### src/rtl/mux_nto1_scan_pkg.sv
`default_nettype none
// ============================================================================
// mux_nto1_scan_pkg : shared FSM encodings and mode constants for the scan mux
// Revision 1.0
// ============================================================================
package mux_nto1_scan_pkg;

  typedef enum logic [1:0] {
    S_MAN  = 2'd0,
    S_SCAN = 2'd1,
    S_HOLD = 2'd2
  } state_t;

  localparam logic MODE_MAN  = 1'b0;
  localparam logic MODE_SCAN = 1'b1;

endpackage
`default_nettype wire

### src/rtl/mux_nto1_scan_if.sv
`default_nettype none
// ============================================================================
// mux_nto1_scan_if : channel bus, controls and tagged sample outputs of the mux
// Revision 1.0
// ============================================================================
interface mux_nto1_scan_if #(
  parameter int WIDTH = 4,
  parameter int NCH   = 4
) ();
  localparam int SELW = $clog2(NCH);

  logic [NCH*WIDTH-1:0] in_bus;
  logic [SELW-1:0]      sel;
  logic                 mode;
  logic                 hold;
  logic [WIDTH-1:0]     out;
  logic [SELW-1:0]      out_ch;
  logic                 out_vld;
  logic                 ch_new;

  modport master (
    output in_bus, sel, mode, hold,
    input  out, out_ch, out_vld, ch_new
  );

  modport slave (
    input  in_bus, sel, mode, hold,
    output out, out_ch, out_vld, ch_new
  );
endinterface
`default_nettype wire

### src/rtl/mux_dwell_cnt.sv
`default_nettype none
// ============================================================================
// mux_dwell_cnt : dwell counter, flags the last cycle spent on a scan channel
// Revision 1.0
// ============================================================================
module mux_dwell_cnt #(
  parameter int DWELL = 8
) (
  input  logic clk,
  input  logic rst_n,
  input  logic en,
  input  logic clr,
  output logic wrap
);
  localparam int CW = $clog2(DWELL + 1);

  logic [CW-1:0] r_cnt;

  assign wrap = (32'(r_cnt) == DWELL - 1);

  always_ff @(posedge clk or negedge rst_n) begin
    if (!rst_n) begin
      r_cnt <= '0;
    end else if (clr) begin
      r_cnt <= '0;
    end else if (en) begin
      r_cnt <= wrap ? '0 : r_cnt + CW'(1);
    end
  end
endmodule
`default_nettype wire

### src/rtl/mux_nto1_scan.sv
`default_nettype none
// ============================================================================
// mux_nto1_scan : registered N-to-1 mux with manual select and round-robin scan
// Revision 1.0
// ============================================================================
module mux_nto1_scan
  import mux_nto1_scan_pkg::*;
#(
  parameter int WIDTH = 4,
  parameter int NCH   = 4,
  parameter int DWELL = 8
) (
  input  logic                  clk,
  input  logic                  rst_n,
  mux_nto1_scan_if.slave        bus
);
  localparam int SELW = $clog2(NCH);

  state_t           r_state;
  state_t           w_state_next;
  logic             r_ret;
  logic [SELW-1:0]  r_ptr;
  logic [SELW-1:0]  w_ptr_next;
  logic [WIDTH-1:0] r_out;
  logic [SELW-1:0]  r_out_ch;
  logic             r_out_vld;
  logic             r_ch_new;
  logic             w_wrap;
  logic             w_sel_ok;
  logic             w_step;
  logic             w_entry;
  logic             w_man;
  logic             w_load;
  logic [WIDTH-1:0] w_data;

  assign w_sel_ok = (32'(bus.sel) < NCH);

  always_ff @(posedge clk or negedge rst_n) begin
    if (!rst_n) r_state <= S_MAN;
    else        r_state <= w_state_next;
  end

  // A held scan resumes its dwell count only if it was scanning when frozen;
  // otherwise leaving hold into scan starts a fresh dwell on the current ptr.
  always_comb begin
    w_state_next = r_state;
    w_step       = 1'b0;
    w_entry      = 1'b0;
    w_man        = 1'b0;
    if (bus.hold) begin
      w_state_next = S_HOLD;
    end else if (bus.mode == MODE_SCAN) begin
      w_state_next = S_SCAN;
      if (r_state == S_SCAN || (r_state == S_HOLD && r_ret == MODE_SCAN))
        w_step = 1'b1;
      else
        w_entry = 1'b1;
    end else begin
      w_state_next = S_MAN;
      w_man        = 1'b1;
    end
  end

  always_comb begin
    w_ptr_next = r_ptr;
    if (w_step && w_wrap)
      w_ptr_next = (32'(r_ptr) == NCH - 1) ? '0 : r_ptr + SELW'(1);
    else if (w_man && w_sel_ok)
      w_ptr_next = bus.sel;
  end

  assign w_load = w_step || w_entry || (w_man && w_sel_ok);
  assign w_data = bus.in_bus[int'(w_ptr_next)*WIDTH +: WIDTH];

  mux_dwell_cnt #(.DWELL(DWELL)) u_dwell (
    .clk   (clk),
    .rst_n (rst_n),
    .en    (w_step),
    .clr   (w_entry || w_man),
    .wrap  (w_wrap)
  );

  always_ff @(posedge clk or negedge rst_n) begin
    if (!rst_n) begin
      r_ptr <= '0;
      r_ret <= MODE_MAN;
    end else begin
      r_ptr <= w_ptr_next;
      if (bus.hold && r_state != S_HOLD)
        r_ret <= bus.mode;
    end
  end

  always_ff @(posedge clk or negedge rst_n) begin
    if (!rst_n) begin
      r_out     <= '0;
      r_out_ch  <= '0;
      r_out_vld <= 1'b0;
      r_ch_new  <= 1'b0;
    end else if (w_load) begin
      r_out     <= w_data;
      r_out_ch  <= w_ptr_next;
      r_out_vld <= 1'b1;
      r_ch_new  <= (w_ptr_next != r_out_ch);
    end else begin
      r_ch_new <= 1'b0;
      if (w_man)
        r_out_vld <= 1'b0;
    end
  end

  assign bus.out     = r_out;
  assign bus.out_ch  = r_out_ch;
  assign bus.out_vld = r_out_vld;
  assign bus.ch_new  = r_ch_new;
endmodule
`default_nettype wire

### src/flat_wrapper.sv
// flat-port wrapper written by rule: the top's interface ports become plain ports
module mux_nto1_scan_flat import mux_nto1_scan_pkg::*;
#(
  parameter int WIDTH = 4,
  parameter int NCH   = 4,
  parameter int DWELL = 8
)
  (clk, rst_n, bus_in_bus, bus_sel, bus_mode, bus_hold, bus_out, bus_out_ch, bus_out_vld, bus_ch_new);
  mux_nto1_scan_if #(.WIDTH(WIDTH), .NCH(NCH)) bus_i ();
  input  logic clk;
  input  logic rst_n;
  input wire logic [$bits(bus_i.in_bus)-1:0] bus_in_bus;
  input wire logic [$bits(bus_i.sel)-1:0] bus_sel;
  input wire logic [$bits(bus_i.mode)-1:0] bus_mode;
  input wire logic [$bits(bus_i.hold)-1:0] bus_hold;
  output wire logic [$bits(bus_i.out)-1:0] bus_out;
  output wire logic [$bits(bus_i.out_ch)-1:0] bus_out_ch;
  output wire logic [$bits(bus_i.out_vld)-1:0] bus_out_vld;
  output wire logic [$bits(bus_i.ch_new)-1:0] bus_ch_new;
  assign bus_i.in_bus = bus_in_bus;
  assign bus_i.sel = bus_sel;
  assign bus_i.mode = bus_mode;
  assign bus_i.hold = bus_hold;
  assign bus_out = bus_i.out;
  assign bus_out_ch = bus_i.out_ch;
  assign bus_out_vld = bus_i.out_vld;
  assign bus_ch_new = bus_i.ch_new;
  mux_nto1_scan #(.WIDTH(WIDTH), .NCH(NCH), .DWELL(DWELL)) u_core (.clk(clk), .rst_n(rst_n), .bus(bus_i));
endmodule
### config.mk
export PLATFORM = sky130hd
export DESIGN_NAME = mux_nto1_scan_flat
export DESIGN_NICKNAME = d
export VERILOG_FILES = /design/src/rtl/mux_nto1_scan_pkg.sv /design/src/rtl/mux_nto1_scan_if.sv /design/src/rtl/mux_dwell_cnt.sv /design/src/rtl/mux_nto1_scan.sv /design/src/flat_wrapper.sv
export SDC_FILE = /design/constraint.sdc
export NUM_CORES = 1
export LEC_CHECK = 0
export BUFFER_PORTS_ARGS = -buffer_cell sky130_fd_sc_hd__buf_2
export CAP_MARGIN = 20
export CORE_AREA = 2 2 46 48
export DETAILED_ROUTE_END_ITERATION = 7
export DIE_AREA = 0 0 48 50
export GPL_ROUTABILITY_DRIVEN = 1
export HOLD_SLACK_MARGIN = 0.02
export PLACE_DENSITY = 0.87
export REMOVE_ABC_BUFFERS = 1
export SLEW_MARGIN = 30
export SYNTH_ARGS = -nofsm -noshare
export SYNTH_HDL_FRONTEND = slang
export SYNTH_SLANG_ARGS = --single-unit
### constraint.sdc
create_clock -name clk -period 3.5 [get_ports clk]
set_input_delay 0.7 -clock clk [delete_from_list [all_inputs] [get_ports clk]]
set_output_delay 0.7 -clock clk [all_outputs]
set_load 0.005 [all_outputs]
Yosys cells after proc, flatten, opt, wreduce, memory -nomap -nowiden --
Cells that the tools add are included.
Cells by class: add/subtract/negate cells 2, reduce and logical (&&, ||, !) cells 9, shifts and indexed selects 1, multiplexer cells 19, equal/unequal tests 6
Operators with widths (number):
- 16-bit by 5-bit indexed part select with 4-bit output | 1
- 1-bit 2-to-1 mux | 12
- 4-bit 2-to-1 mux | 3
- 2-bit 2-to-1 mux | 4
- 4-bit by 1-bit adder with 4-bit output, second input constant | 1
- 2-bit == test, second input constant | 2
- 4-bit by 3-bit == test with 1-bit output, second input constant | 1
- 1-bit logical OR | 4
- 2-bit nonzero test | 2
- 1-bit logical AND | 3
- 2-bit by 1-bit adder with 2-bit output, second input constant | 1
- 2-bit by 1-bit == test with 1-bit output, second input constant | 1
- 2-bit inequality test | 1
- 2-bit inequality test, second input constant | 1
Word-level totals: bits in registers 17, bits of input ports 22

Longest topological paths before layout --
Gate-level depths: netlist of the first run.
depth in word-level cells 10, depth in mapped cells 7, depth with buffers taken out 7

Hierarchy --
Synthesis of the first run repeated with hierarchy kept, for this count alone.
Unflattened totals: cell total of the unflattened synthesis 89, area, all modules 994.7 µm²
Modules (own cells, without submodules):
- mux_nto1_scan | times used 1, cells an instance 70, area each 782.0 µm²
- mux_dwell_cnt | times used 1, cells an instance 19, area each 212.7 µm²

Worst setup path before layout of the first run --
No wires, ideal clock.
path type input port to flip-flop, from input port bus_mode, to register u_core.r_out[3], in the netlist u_core.bus.out[3], required time 3.366 ns, arrival 1.894 ns, library setup time 0.134 ns, path buffers 0, cell stages on the path 6, setup slack 1.472 ns, path through nor2_1 -> mux2_2 -> a21oi_2 -> inv_2 -> a2111oi_2 -> a211oi_1
Between the ends: word-level cells in the longest chain between the ends 5
Ends and longest elaborated chain:
- from (decl) | RTL line flat_wrapper.sv:14 | input wire logic [$bits(bus_i.mode)-1:0] bus_mode;
- 1-bit 2-to-1 mux | RTL line mux_nto1_scan.sv:52 | end else if (bus.mode == MODE_SCAN) begin
- 1-bit 2-to-1 mux | RTL line mux_nto1_scan.sv:50 | if (bus.hold) begin
- 2-bit 2-to-1 mux / 1-bit logical AND (equally long branches) | RTL line mux_nto1_scan.sv:68, mux_nto1_scan.sv:66
- 2-bit 2-to-1 mux (*) | RTL line mux_nto1_scan.sv:66 | if (w_step && w_wrap)
- via u_core.w_ptr_next[0] | RTL line mux_nto1_scan.sv:23 | logic [SELW-1:0] w_ptr_next;
- 16-bit by 5-bit indexed part select with 4-bit output (*) | RTL line mux_nto1_scan.sv:73 | assign w_data = bus.in_bus[int'(w_ptr_next)*WIDTH +: WIDTH];
- to (signal assigned) | RTL line mux_nto1_scan.sv:101 | r_out <= w_data;
- to (decl) | RTL line mux_nto1_scan.sv:24 | logic [WIDTH-1:0] r_out;
Mark *: on every way through the listed nets, which the timed path passes. The rest lies on a longest branch. A chain may end at the register's enable or synchronous reset.

Worst setup path in the final report of the first run --
from input port bus_hold, to register u_core.r_out[3], in the netlist u_core.bus.out[3]
Between the ends: word-level cells in the longest chain between the ends 4
Ends and longest elaborated chain:
- from (decl) | RTL line flat_wrapper.sv:15 | input wire logic [$bits(bus_i.hold)-1:0] bus_hold;
- 1-bit 2-to-1 mux | RTL line mux_nto1_scan.sv:50
- 2-bit 2-to-1 mux / 1-bit logical AND (equally long branches) | RTL line mux_nto1_scan.sv:68, mux_nto1_scan.sv:66
- 2-bit 2-to-1 mux (*) | RTL line mux_nto1_scan.sv:66
- via u_core.w_ptr_next[1] | RTL line mux_nto1_scan.sv:23
- 16-bit by 5-bit indexed part select with 4-bit output (*) | RTL line mux_nto1_scan.sv:73
Marks and branches as above.

==> results of run 1 <==
==> report_power, final <==
| part | total [W] | internal [W] | leakage, nW | switching [W] |
|---|---|---|---|---|
| clock network | 0.000114 | 0.0000435 | 0.0139 | 0.0000701 |
| registers | 0.000234 | 0.000219 | 0.204 | 0.0000150 |
| logic | 0.000118 | 0.0000560 | 0.338 | 0.0000616 |
| total | 0.000466 | 0.000319 | 0.556 | 0.000147 |
==> critical path: stages <==
cell,delay [ps]
buf_2,220
nor2_1,210
mux2i_1,450
a21o_4,240
clkinv_4,90
a2111oi_2,330
a211oi_1,80
==> cell usage after synthesis, types with 2 or more instances <==
master,n
dfrtp_1,17
inv_1,14
a211oi_1,7
o21ai_0,6
mux2i_1,4
nor2_1,4
a2111oi_0,3
a221oi_1,3
nand2_1,3
a21oi_1,2
clkbuf_1,2
ha_1,2
mux2_2,2
o31ai_1,2
xnor2_1,2
==> state kept, by name (all words and copies together) (netlist names) <==
register / count
u_core.bus.out_vld: 1
u_core.bus.ch_new: 1
u_core.bus.out: 4
u_core.u_dwell.r_cnt: 4
u_core.r_state: 2
u_core.r_ret: 1
u_core.bus.out_ch: 2
u_core.r_ptr: 2
==> cell type report <==
| class | count | area (um2) | share of cell area [%] |
|---|---|---|---|
| well taps | 27 | 33.8 | 2.95 |
| flip-flops and latches | 17 | 425 | 37.1 |
| inverters | 16 | 65.1 | 5.68 |
| repair buffers | 29 | 145 | 12.7 |
| multi-input cells | 55 | 447 | 39.0 |
| clock inverters | 1 | 7.51 | 0.655 |
| clock buffers | 3 | 22.5 | 1.97 |
==> per-stage QoR <==
step / total power [W] / std cells / hold WS [ps] / instance area [um2] / setup WS, ps
4_1_cts: 0.000466 / 148 / 313 / 1150 / 1340
3_3_place_gp: 0.000350 / 144 / 450 / 1120 / 1090
2_1_floorplan: 0.000306 / 88 / 404 / 937 / 1470
5_1_grt: 0.000490 / 148 / 313 / 1150 / 1120
3_5_place_dp: 0.000356 / 144 / 457 / 1120 / 1050
6_report: 0.000466 / 148 / 295 / 1150 / 1350
==> cells by family after synthesis <==
kind of cell    count (synthesis)  share of synthesized area (%)
xor+xnor                        2                           1.85
mux                             6                           6.62
fa+ha+maj                       2                           2.65
flops                          17                           45.0
compound gates                 30                           26.6
buf+inv                        18                           7.68
simple gates                   15                           9.54
==> final timing paths <==
kind / from / to / cells past startpoint
max reg2reg: u_core.u_dwell.r_cnt[0]$_DFFE_PN0P_ / u_core.bus.out[2]$_DFFE_PN0P_ / 6
max in group asynchronous: rst_n / u_core.bus.out[1]$_DFFE_PN0P_ / 1
max: bus_hold / u_core.bus.out[3]$_DFFE_PN0P_ / 7
min: rst_n / u_core.u_dwell.r_cnt[0]$_DFFE_PN0P_ / 1
min reg2reg: u_core.bus.out_vld$_DFFE_PN0P_ / u_core.bus.out_vld$_DFFE_PN0P_ / 1
min in group clk: u_core.bus.out_vld$_DFFE_PN0P_ / u_core.bus.out_vld$_DFFE_PN0P_ / 1
==> layer usage <==
layer | global-route usage (%) | up-vias | wire length (um) | part of all wire [%]
li1 | - | 396 | - | -
met1 | 25.7 | 378 | 929 | 45
met2 | 32.4 | 24 | 1030 | 50
met3 | 3.66 | 2 | 98 | 4.7
met4 | 7.66 | 0 | 15 | 0.72
met5 | 0 | - | 0 | 0
==> impl_results.md, run 1 <==
- Peak supply drop: 222 uV
- Max clock buf depth: 2
- EDFF count, synth: 0
- Crit path required time: ~3700 ps
- Most used flip-flop cell after synthesis: dfrtp_1
- Crit end category: flip-flop
- RSZ-0062 raised after global routing: no
- Area leader, netlist: dfrtp_1
- TritonCTS clock tree: done
- FP Rows: 16
- CP Class: primary input to flip-flop
- Clock root buffer: clkbuf_4
- Drt pass-1 iters: 4
- Reg clk slew, reported paths: 120 ps
- Synthesized flop and latch total: 17
- Post-CTS Resized: 0
- Leading cell type in the layout, fill and taps excluded: buf_2
- Most frequent cells in the layout: buf_2, dfrtp_1, inv_1
- H-Tree Depth: 1
- Setup tns final: 0 ps
- Avg WL per Cell: approximately 14 um
- Synthesis Warnings: 0
- Post-synthesis async set-or-reset flop share: 100%
- RePlAce Congestion: 0.872
- Number of global-route vias before repair: 813
- Run status: completed
- Post-Synthesis Cell Area: between 900 and 1000 um2
- Top cell type's share of synthesized area: between 40 and 50%
- Critical Path AT: between 2000 and 2500 ps
- Static Leak: between 0.5 and 0.6 nW
- First-pass GRT wire length: approximately 3500 um
- Max Fclk: around 470 MHz
- Iter 0 DRT Violations: 5
- All-Layer GR Usage: roughly a fifth
- Total core area: 1900 um2
- Fin. Hold Viols: 0
- Rel. slew slack: around 53%
- DRC violations left: 0
- Setup violators final: 0
- HP Class: primary input to async pin
- Fin crit period: 2150 ps
- FILL cells: around 170
- WL final: ~2100 um
- Die area: approximately 2400 um2
- Max-Cap Viols: 0
- Later-pin clock latency in the skew report: roughly 300 ps
- Final ANT Viol Nets: 0
- Share of layout cells above drive strength 1: between 30 and 40%
- Total I/O pin count: 30
- N_diodes: 0
- Post-DP HPWL: 1540 um
- CTS buffer count: 3
- Setup crit start kind: primary input
- IO buf count: 29
- NumNets Final: 146
- CP max FO: 23
- Hold Buf Count CTS: 0
- Synth cell types: 32
- Seq/Total Area, Yosys: between 40% and 50%
- Vias per cell: between 5 and 6
- Setup bufs post-CTS: 0
- Syn-to-layout area delta: 21.3%
- Largest net degree at the start of global routing: 24
- Final core utilization: between 60 and 70%
- Flop-to-flop setup slack: roughly 1400 ps
- Initial core utilization: 49.7%
- Tcrit/Tclk final: approximately 61%
- Vias: 800
- Sink Count: 17
- Gr ovfl total: 0
- Initial antenna violation count: 0
- Post-Syn Instances: 90
- Die Ht: roughly 50 um
- Worst Skew: roughly 9.6 ps
- Die width: roughly 48 um
- Pins Over Slew Limit: 0
- Power Density: between 400 and 500 nW/um2
- Worst-margin pin slew: roughly 700 ps
- Syn_area_per_cell: between 10 and 15 um2
- Area contributors post-synth: dfrtp_1, a211oi_1, inv_1, mux2i_1, o21ai_0
(Power assumes the default switching activity.)
==> inputs of run 2 (changes only) <==
--- a/config.mk
+++ b/config.mk
@@ -5,14 +5,15 @@
 export SDC_FILE = /design/constraint.sdc
 export NUM_CORES = 1
 export LEC_CHECK = 0
+export ABC_AREA = 1
 export BUFFER_PORTS_ARGS = -buffer_cell sky130_fd_sc_hd__buf_2
 export CAP_MARGIN = 20
-export CORE_AREA = 2 2 46 48
+export CORE_AREA = 2 2 49 51
 export DETAILED_ROUTE_END_ITERATION = 7
-export DIE_AREA = 0 0 48 50
+export DIE_AREA = 0 0 51 53
 export GPL_ROUTABILITY_DRIVEN = 1
 export HOLD_SLACK_MARGIN = 0.02
-export PLACE_DENSITY = 0.87
+export PLACE_DENSITY = 0.85
 export REMOVE_ABC_BUFFERS = 1
 export SLEW_MARGIN = 30
 export SYNTH_ARGS = -nofsm -noshare
==> constraint.sdc (replaced) <==
create_clock -name clk -period 2 [get_ports clk]
set_input_delay 0.4 -clock clk [delete_from_list [all_inputs] [get_ports clk]]
set_output_delay 0.4 -clock clk [all_outputs]
set_load 0.005 [all_outputs]
==> impl_results.md, run 2 <==
- Syn-to-layout area delta: 21.0%
- Max clock buf depth: 2 (unchanged)
- FF-to-FF Start: u_core.u_dwell.r_cnt[0]$_DFFE_PN0P_
- Area contributors post-synth: dfrtp_1, nand2_1, nand3_1, inv_1, nand3b_1
- Design Power: 0.000815 W (+75%)
- Drt pass-1 iters: 4 (unchanged)
- Die area: 2700 um2 (+13%)
- Rel. slew slack: 74.4% (+21 points)
- Metal2 WL: 1130 um (+8.8%)
- Synth cell types: 26 (-19%)
- Gr ovfl total: 0 (unchanged)
- CP max FO: 8 (-65%)
- Tcrit/Tclk final: between 80% and 90%
- Leading cell type in the layout, fill and taps excluded: nand2_1
- Vias: 952 (+19%)
- Share of layout cells above drive strength 1: 30.8% (-5.5 points)
- Net Switching: 0.000266 W (+82%)
- Avg WL per Cell: 11.5 um (-18%)
- Post-synth top cells: nand2_1, inv_1, nand3_1
- Setup WS pre-CTS: 341 ps (-707 ps)
- Worst Setup SP: u_core.u_dwell.r_cnt[0]$_DFFE_PN0P_
- N_diodes: 0 (unchanged)
- Pins Over Slew Limit: 0 (unchanged)
- Sequential share of power: 49.1% (-1.3 points)
- EDFF count, synth: 0 (unchanged)
- Seq/Total Area, Yosys: 40.4% (-4.7 points)
- Die Ht: 53 um (+6.0%)
- Run status: completed
- Later-pin clock latency in the skew report: 300 ps (about the same)
- Synthesized flop and latch total: 17 (unchanged)
- TritonCTS clock tree: done
- H-Tree Depth: 1 (unchanged)
- CP Class: flip-flop to flip-flop
- Most used flip-flop cell after synthesis: dfrtp_1
- Syn_area_per_cell: 8.43 um2 (-20%)
- Vias per cell: 5.09 (-5.8%)
- Max Fclk: slightly below 600 MHz
- Final ANT Viol Nets: 0 (unchanged)
- FF/Latch Area: 425 um2 (unchanged)
- IO buf count: 29 (unchanged)
- WHS: 348 ps (+53.2 ps)
- RSZ-0062 raised after global routing: no
- Setup crit start kind: flip-flop
- Peak supply drop: 373 uV (+68%)
- CTS buffer count: 3 (unchanged)
- Clock root buffer: clkbuf_4
- Post-CTS Resized: 0 (unchanged)
- Count leader, synth: nand2_1
- Hold Buf Count CTS: 1 (+1)
- Sink Count: 17 (unchanged)
- Total core area: 2150 um2 (+13%)
- Worst Skew: 3.82 ps (-5.79 ps)
- Switching share of power: 32.7% (+1.2 points)
- Most frequent cells in the layout: nand2_1, buf_2, inv_1, nand3_1, dfrtp_1
- Max-Cap Viols: 0 (unchanged)
- WL met1: 910 um (-2.0%)
- Top Metal Used: met4
- Reg clk slew, reported paths: 100 ps (-20 ps)
- Worst hold start: bus_hold
- Setup violators final: 0 (unchanged)
- Top cell type's share of synthesized area: 40.4% (-4.7 points)
- Post-Syn Instances: 125 (+39%)
- FILL cells: 193 (+12%)
- Int Pwr: 0.000549 W (+72%)
- Clk pwr share: 22.9% (-1.5 points)
- WL final: 2160 um (+3.8%)
- Critical Path AT: 1880 ps (-450 ps)
- Setup bufs post-CTS: 0 (unchanged)
- Post-Synthesis Cell Area: 1050 um2 (+12%)
- Crit path required time: 2200 ps (-1480 ps)
- Die width: 51 um (+6.3%)
- Setup WS post-layout: 323 ps (-1030 ps)
- Number of global-route vias before repair: 919 (+13%)
- NumNets Final: 184 (+26%)
- Initial core utilization: 49.0% (-0.63 points)
- FP Rows: 17 (+1)
- Area leader, netlist: dfrtp_1
- All-Layer GR Usage: 18.6% (-1.6 points)
- Static Leak: 0.663 nW (+19%)
- Total I/O pin count: 30 (unchanged)
- Post-DP HPWL: 1730 um (+13%)
- Fin crit period: 1680 ps
- Comb power frac: 28.0% (+2.7 points)
- Largest net degree at the start of global routing: 18 (-25%)
- Fin. Hold Viols: 0 (unchanged)
- Iter 0 DRT Violations: 24 (+19)
- Synthesis Warnings: 0 (unchanged)
- Multi-input gate area: 553 um2 (+24%)
- WL met3: 93 um (-5.1%)
- Initial antenna violation count: 0 (unchanged)
- DRC violations left: 0 (unchanged)
- Setup tns final: 0 ps (unchanged)
- HP Class: primary input to flip-flop
- Post-synthesis async set-or-reset flop share: 100% (unchanged)
- Power Density: 640 nW/um2 (+57%)
- RePlAce Congestion: 0.778 (-11%)
- First-pass GRT wire length: 3750 um (+8.2%)
- Crit end category: flip-flop
- Worst-margin pin slew: 384 ps (-313 ps)
run 2: kinds of logic (layout without fill, tap and decap cells):
kind of cell,Yosys count,count (layout),share of synthesized area (%)
AO/OA/AOI/OAI,13,13,9.74
AND/OR/NAND/NOR,70,70,37.9
XOR/XNOR,3,3,2.49
flip-flops,17,17,40.4
buffers and inverters,20,54,7.12
adder cells (fa/ha/maj),2,2,2.37
run 2: per-layer routing:
| metal | vias to the layer above | global-route usage (%) |
|---|---|---|
| met5 | - | 0 |
| li1 | 477 | - |
| met1 | 443 | 21.0 |
| met3 | 2 | 2.54 |
| met4 | 0 | 7.21 |
| met2 | 30 | 35.1 |
run 2: cell type report:
class | count | share of cell area, %
Multi-Input combinational cell | 88 | 43.4
Sequential cell | 17 | 33.4
Timing Repair Buffer | 31 | 12.8
Inverter | 19 | 5.59
Tap cell | 28 | 2.75
Clock buffer | 3 | 1.77
Clock inverter | 1 | 0.393
run 2: worst paths after layout:
check                                                       to  slack [ps]  cells after the start
worst max-delay path             u_core.bus.out[1]$_DFFE_PN0P_         320                     10
worst min-delay path               u_core.r_state[0]$_DFF_PN0_         350                      2
worst max register to register   u_core.bus.out[1]$_DFFE_PN0P_         320                     10
worst min register to register  u_core.bus.out_vld$_DFFE_PN0P_         480                      1
max in group asynchronous            u_core.r_ptr[0]$_DFF_PN0_        1180                      2
min in group asynchronous        u_core.bus.out[3]$_DFFE_PN0P_         550                      2
run 2: power by group through the flow:
stage	clock (W)	sequential [W]	combinational, W
2_1_floorplan	0	0.000407	0.000144
3_3_place_gp	0	0.000406	0.000223
3_5_place_dp	0	0.000407	0.000229
4_1_cts	0.000191	0.000401	0.000232
5_1_grt	0.000201	0.000406	0.000262
6_report	0.000186	0.000401	0.000229
run 2: through the flow:
step	instance area (um2)	util, %	instances
final	1270	59.3	187
after global routing	1270	59.3	187
after CTS	1270	59.3	187
after detailed placement	1240	57.6	182
after global placement	1240	57.6	182
after floorplan	1050	-	124
run 2: critical path: stages (launching register included):
cell	delay [ps]
dfrtp_1	420
ha_1	220
nand2_2	100
nor2_8	150
nand3_4	150
nand2_2	170
nand3_1	120
nand3_1	100
nand2_1	50
nand2_1	50
nand2_1	40
==> inputs of run 3 (changes only) <==
--- a/config.mk
+++ b/config.mk
@@ -8,12 +8,12 @@
 export ABC_AREA = 1
 export BUFFER_PORTS_ARGS = -buffer_cell sky130_fd_sc_hd__buf_2
 export CAP_MARGIN = 20
-export CORE_AREA = 2 2 49 51
+export CORE_AREA = 2 2 51 53
 export DETAILED_ROUTE_END_ITERATION = 7
-export DIE_AREA = 0 0 51 53
+export DIE_AREA = 0 0 53 55
 export GPL_ROUTABILITY_DRIVEN = 1
 export HOLD_SLACK_MARGIN = 0.02
-export PLACE_DENSITY = 0.85
+export PLACE_DENSITY = 0.82
 export REMOVE_ABC_BUFFERS = 1
 export SLEW_MARGIN = 30
 export SYNTH_ARGS = -nofsm -noshare
==> constraint.sdc (replaced) <==
create_clock -name clk -period 1.5 [get_ports clk]
set_input_delay 0.3 -clock clk [delete_from_list [all_inputs] [get_ports clk]]
set_output_delay 0.3 -clock clk [all_outputs]
set_load 0.005 [all_outputs]
==> impl_results.md, run 3 (synthesis gave the netlist of run 2 again) <==
- Worst reg2reg path endpoint: u_core.bus.out[3]$_DFFE_PN0P_
- Setup crit start kind: flip-flop
- Sequential share of power: 46.9% (-2.2 points)
- Initial core utilization: 44.6% (-4.5 points)
- Iter 0 DRT Violations: 26 (+8.3%)
- First-pass GRT wire length: 3850 um (+2.6%)
- Drt pass-1 iters: 6 (+2)
- Sink Count: 17 (unchanged)
- Number of global-route vias before repair: 937 (+2.0%)
- Post-DP Area: 1300 um2 (+5.1%)
- H-Tree Depth: 1 (unchanged)
- WHS: 360 ps (+12.2 ps)
- RePlAce Congestion: 0.837 (+7.5%)
- Max Fclk: 650 MHz (+8.9%)
- Static Leak: 0.766 nW (+15%)
- All-Layer GR Usage: 18.0% (-0.55 points)
- Final ANT Viol Nets: 0 (unchanged)
- Die Ht: 55 um (+3.8%)
- FP Rows: 18 (+1)
- Slowest stage cell, crit path: dfrtp_1
- DRC violations left: 0 (unchanged)
- Comb power frac: 32.2% (+4.2 points)
- Flop-to-flop setup slack: -40 ps (-360 ps)
- WL final: 2430 um (+13%)
- CP max FO: 6 (-2)
- FF-to-FF Start: u_core.u_dwell.r_cnt[0]$_DFFE_PN0P_
- Max-Cap Viols: 0 (unchanged)
- Run status: finished with violations
- Syn-to-layout area delta: 36.0%
- CP Class: flip-flop to flip-flop
- Max clock buf depth: 2 (unchanged)
- Worst Skew: 8.01 ps (+4.19 ps)
- CP Cell Sequence: ha_4 -> nand2_4 -> nor2_8 -> nand3_4 -> nand2_4 -> buf_6 -> nand3b_1 -> nand3_1 -> nand2_1 -> nand2_1 -> nand2_1
- Total core area: 2360 um2 (+10%)
- TritonCTS clock tree: done
- Share of layout cells above drive strength 1: 37.9% (+7.1 points)
- Leading cell type in the layout, fill and taps excluded: nand2_1
- Fin crit period: 1540 ps (-137 ps)
- Int Pwr: 0.000773 W (+41%)
- Crit end category: flip-flop
- Most frequent cells in the layout: nand2_1, buf_2, inv_1, nand3_1, dfrtp_1
- CTS buffer count: 3 (unchanged)
- Total I/O pin count: 30 (unchanged)
- Critical Path AT: 1730 ps (-150 ps)
- Setup WS post-layout: -39.3 ps (-363 ps)
- Crit path to: u_core.bus.out[3]$_DFFE_PN0P_
- Setup violators final: 5 (+5)
- Crit path required time: 1690 ps (-510 ps)
- Largest net degree at the start of global routing: 18 (unchanged)
- Worst hold start: bus_mode
- N_diodes: 0 (unchanged)
- Worst Setup SP: u_core.u_dwell.r_cnt[0]$_DFFE_PN0P_
- Switching share of power: 32.5% (-0.19 points)
- Peak supply drop: 483 uV (+29%)
- Pins Over Slew Limit: 0 (unchanged)
- Die area: 2920 um2 (+7.8%)
- Rel. slew slack: 74.1% (-0.34 points)
- Vias: 1006 (+5.7%)
- NumNets Final: 199 (+8.2%)
- Reg clk slew, reported paths: 100 ps (about the same)
- Reg2Reg Depth: 11 (+1)
- Net Switching: 0.000372 W (+40%)
- Vias per cell: 4.93 (-3.1%)
- Post-DP HPWL: 1850 um (+7.0%)
- Gr ovfl total: 0 (unchanged)
- Initial antenna violation count: 0 (unchanged)
- Most frequent CP cell: nand2_1
- CP max stage delay: 400 ps (-20 ps)
- Die width: 53 um (+3.9%)
- Avg WL per Cell: 11.9 um (+3.4%)
- Power Density: 799 nW/um2 (+25%)
- Fin. Hold Viols: 0 (unchanged)
- Clk pwr share: 21.0% (-1.9 points)
- IO buf count: 29 (unchanged)
- Worst-margin pin slew: 389 ps (+5.14 ps)
- FILL cells: 207 (+7.3%)
- RSZ-0062 raised after global routing: yes
- Tcrit/Tclk final: 103% (+19 points)
- Clock root buffer: clkbuf_4
- Later-pin clock latency in the skew report: 290 ps (about the same)
- Final instance area: 1430 um2 (+12%)
- Failing checks: negative setup slack
- HP Class: primary input to flip-flop
## run 3: changes by cell type in the layout (fill, tap and decap cells not counted), sizes merged
cell   change
nand4      +1
buf       +14
## run 3: worst min path at each step
stage | depth (start not counted) | end
after floorplan | 0 | u_core.bus.ch_new$_DFF_PN0_
after detailed placement | 1 | u_core.r_state[0]$_DFF_PN0_
final | 3 | u_core.r_ret$_DFFE_PN0P_
after CTS | 3 | u_core.r_ret$_DFFE_PN0P_
after global placement | 1 | u_core.r_state[0]$_DFF_PN0_
after global routing | 2 | u_core.r_state[1]$_DFF_PN0_
## run 3: metal layers
metal  GRT usage, %  vias to the layer above  share of wire [%]
met2           33.3                       32                 51
li1               -                      510                  -
met4           3.85                        0               0.29
met5              0                        -                  0
met1           22.5                      462                 43
met3           2.42                        2                5.5
## run 3: power groups by stage
| stage | clock network [W] | registers (W) | logic [W] |
|---|---|---|---|
| floorplan | 0 | 0.000543 | 0.000192 |
| global placement | 0 | 0.000541 | 0.000318 |
| detailed placement | 0 | 0.000544 | 0.000331 |
| CTS | 0.000246 | 0.000537 | 0.000364 |
| global route | 0.000267 | 0.000543 | 0.000413 |
| finish | 0.000240 | 0.000536 | 0.000368 |
## run 3: final cells by class
cell class / count / area [um2] / share of cell area (%)
Multi-Input combinational cell: 89 / 596 / 41.6
Sequential cell: 17 / 425 / 29.7
Timing Repair Buffer: 45 / 275 / 19.2
Inverter: 19 / 71.3 / 4.98
Tap cell: 30 / 37.5 / 2.62
Clock buffer: 3 / 22.5 / 1.57
Clock inverter: 1 / 5.00 / 0.349
## run 3: timing repair
action	CTS	global route
resized for setup	9	0
hold endpoints to repair	17	0
pin swaps	4	8
hold buffers	1	0
cloned	0	1
setup buffers	6	0
setup endpoints to repair	5	6
## run 3: worst max-delay path: cells and delay by family (launching register included)
kind,cells,cell delay [ps]
AND/OR/NAND/NOR,9,770
flip-flops,1,400
adder cells (fa/ha/maj),1,160
buffers and inverters,1,110
## run 3: through the flow
stage	power, W	utilization [%]	setup TNS [ps]	instances	worst slack, ps
after detailed placement	0.000874	55.0	-306	192	-78.0
after global placement	0.000858	55.0	-69.2	192	-32.9
final	0.00114	60.6	-130	204	-39.3
after global routing	0.00122	60.6	-699	204	-168
after CTS	0.00115	60.1	-362	203	-77.6
after floorplan	0.000735	-	0	124	24.6
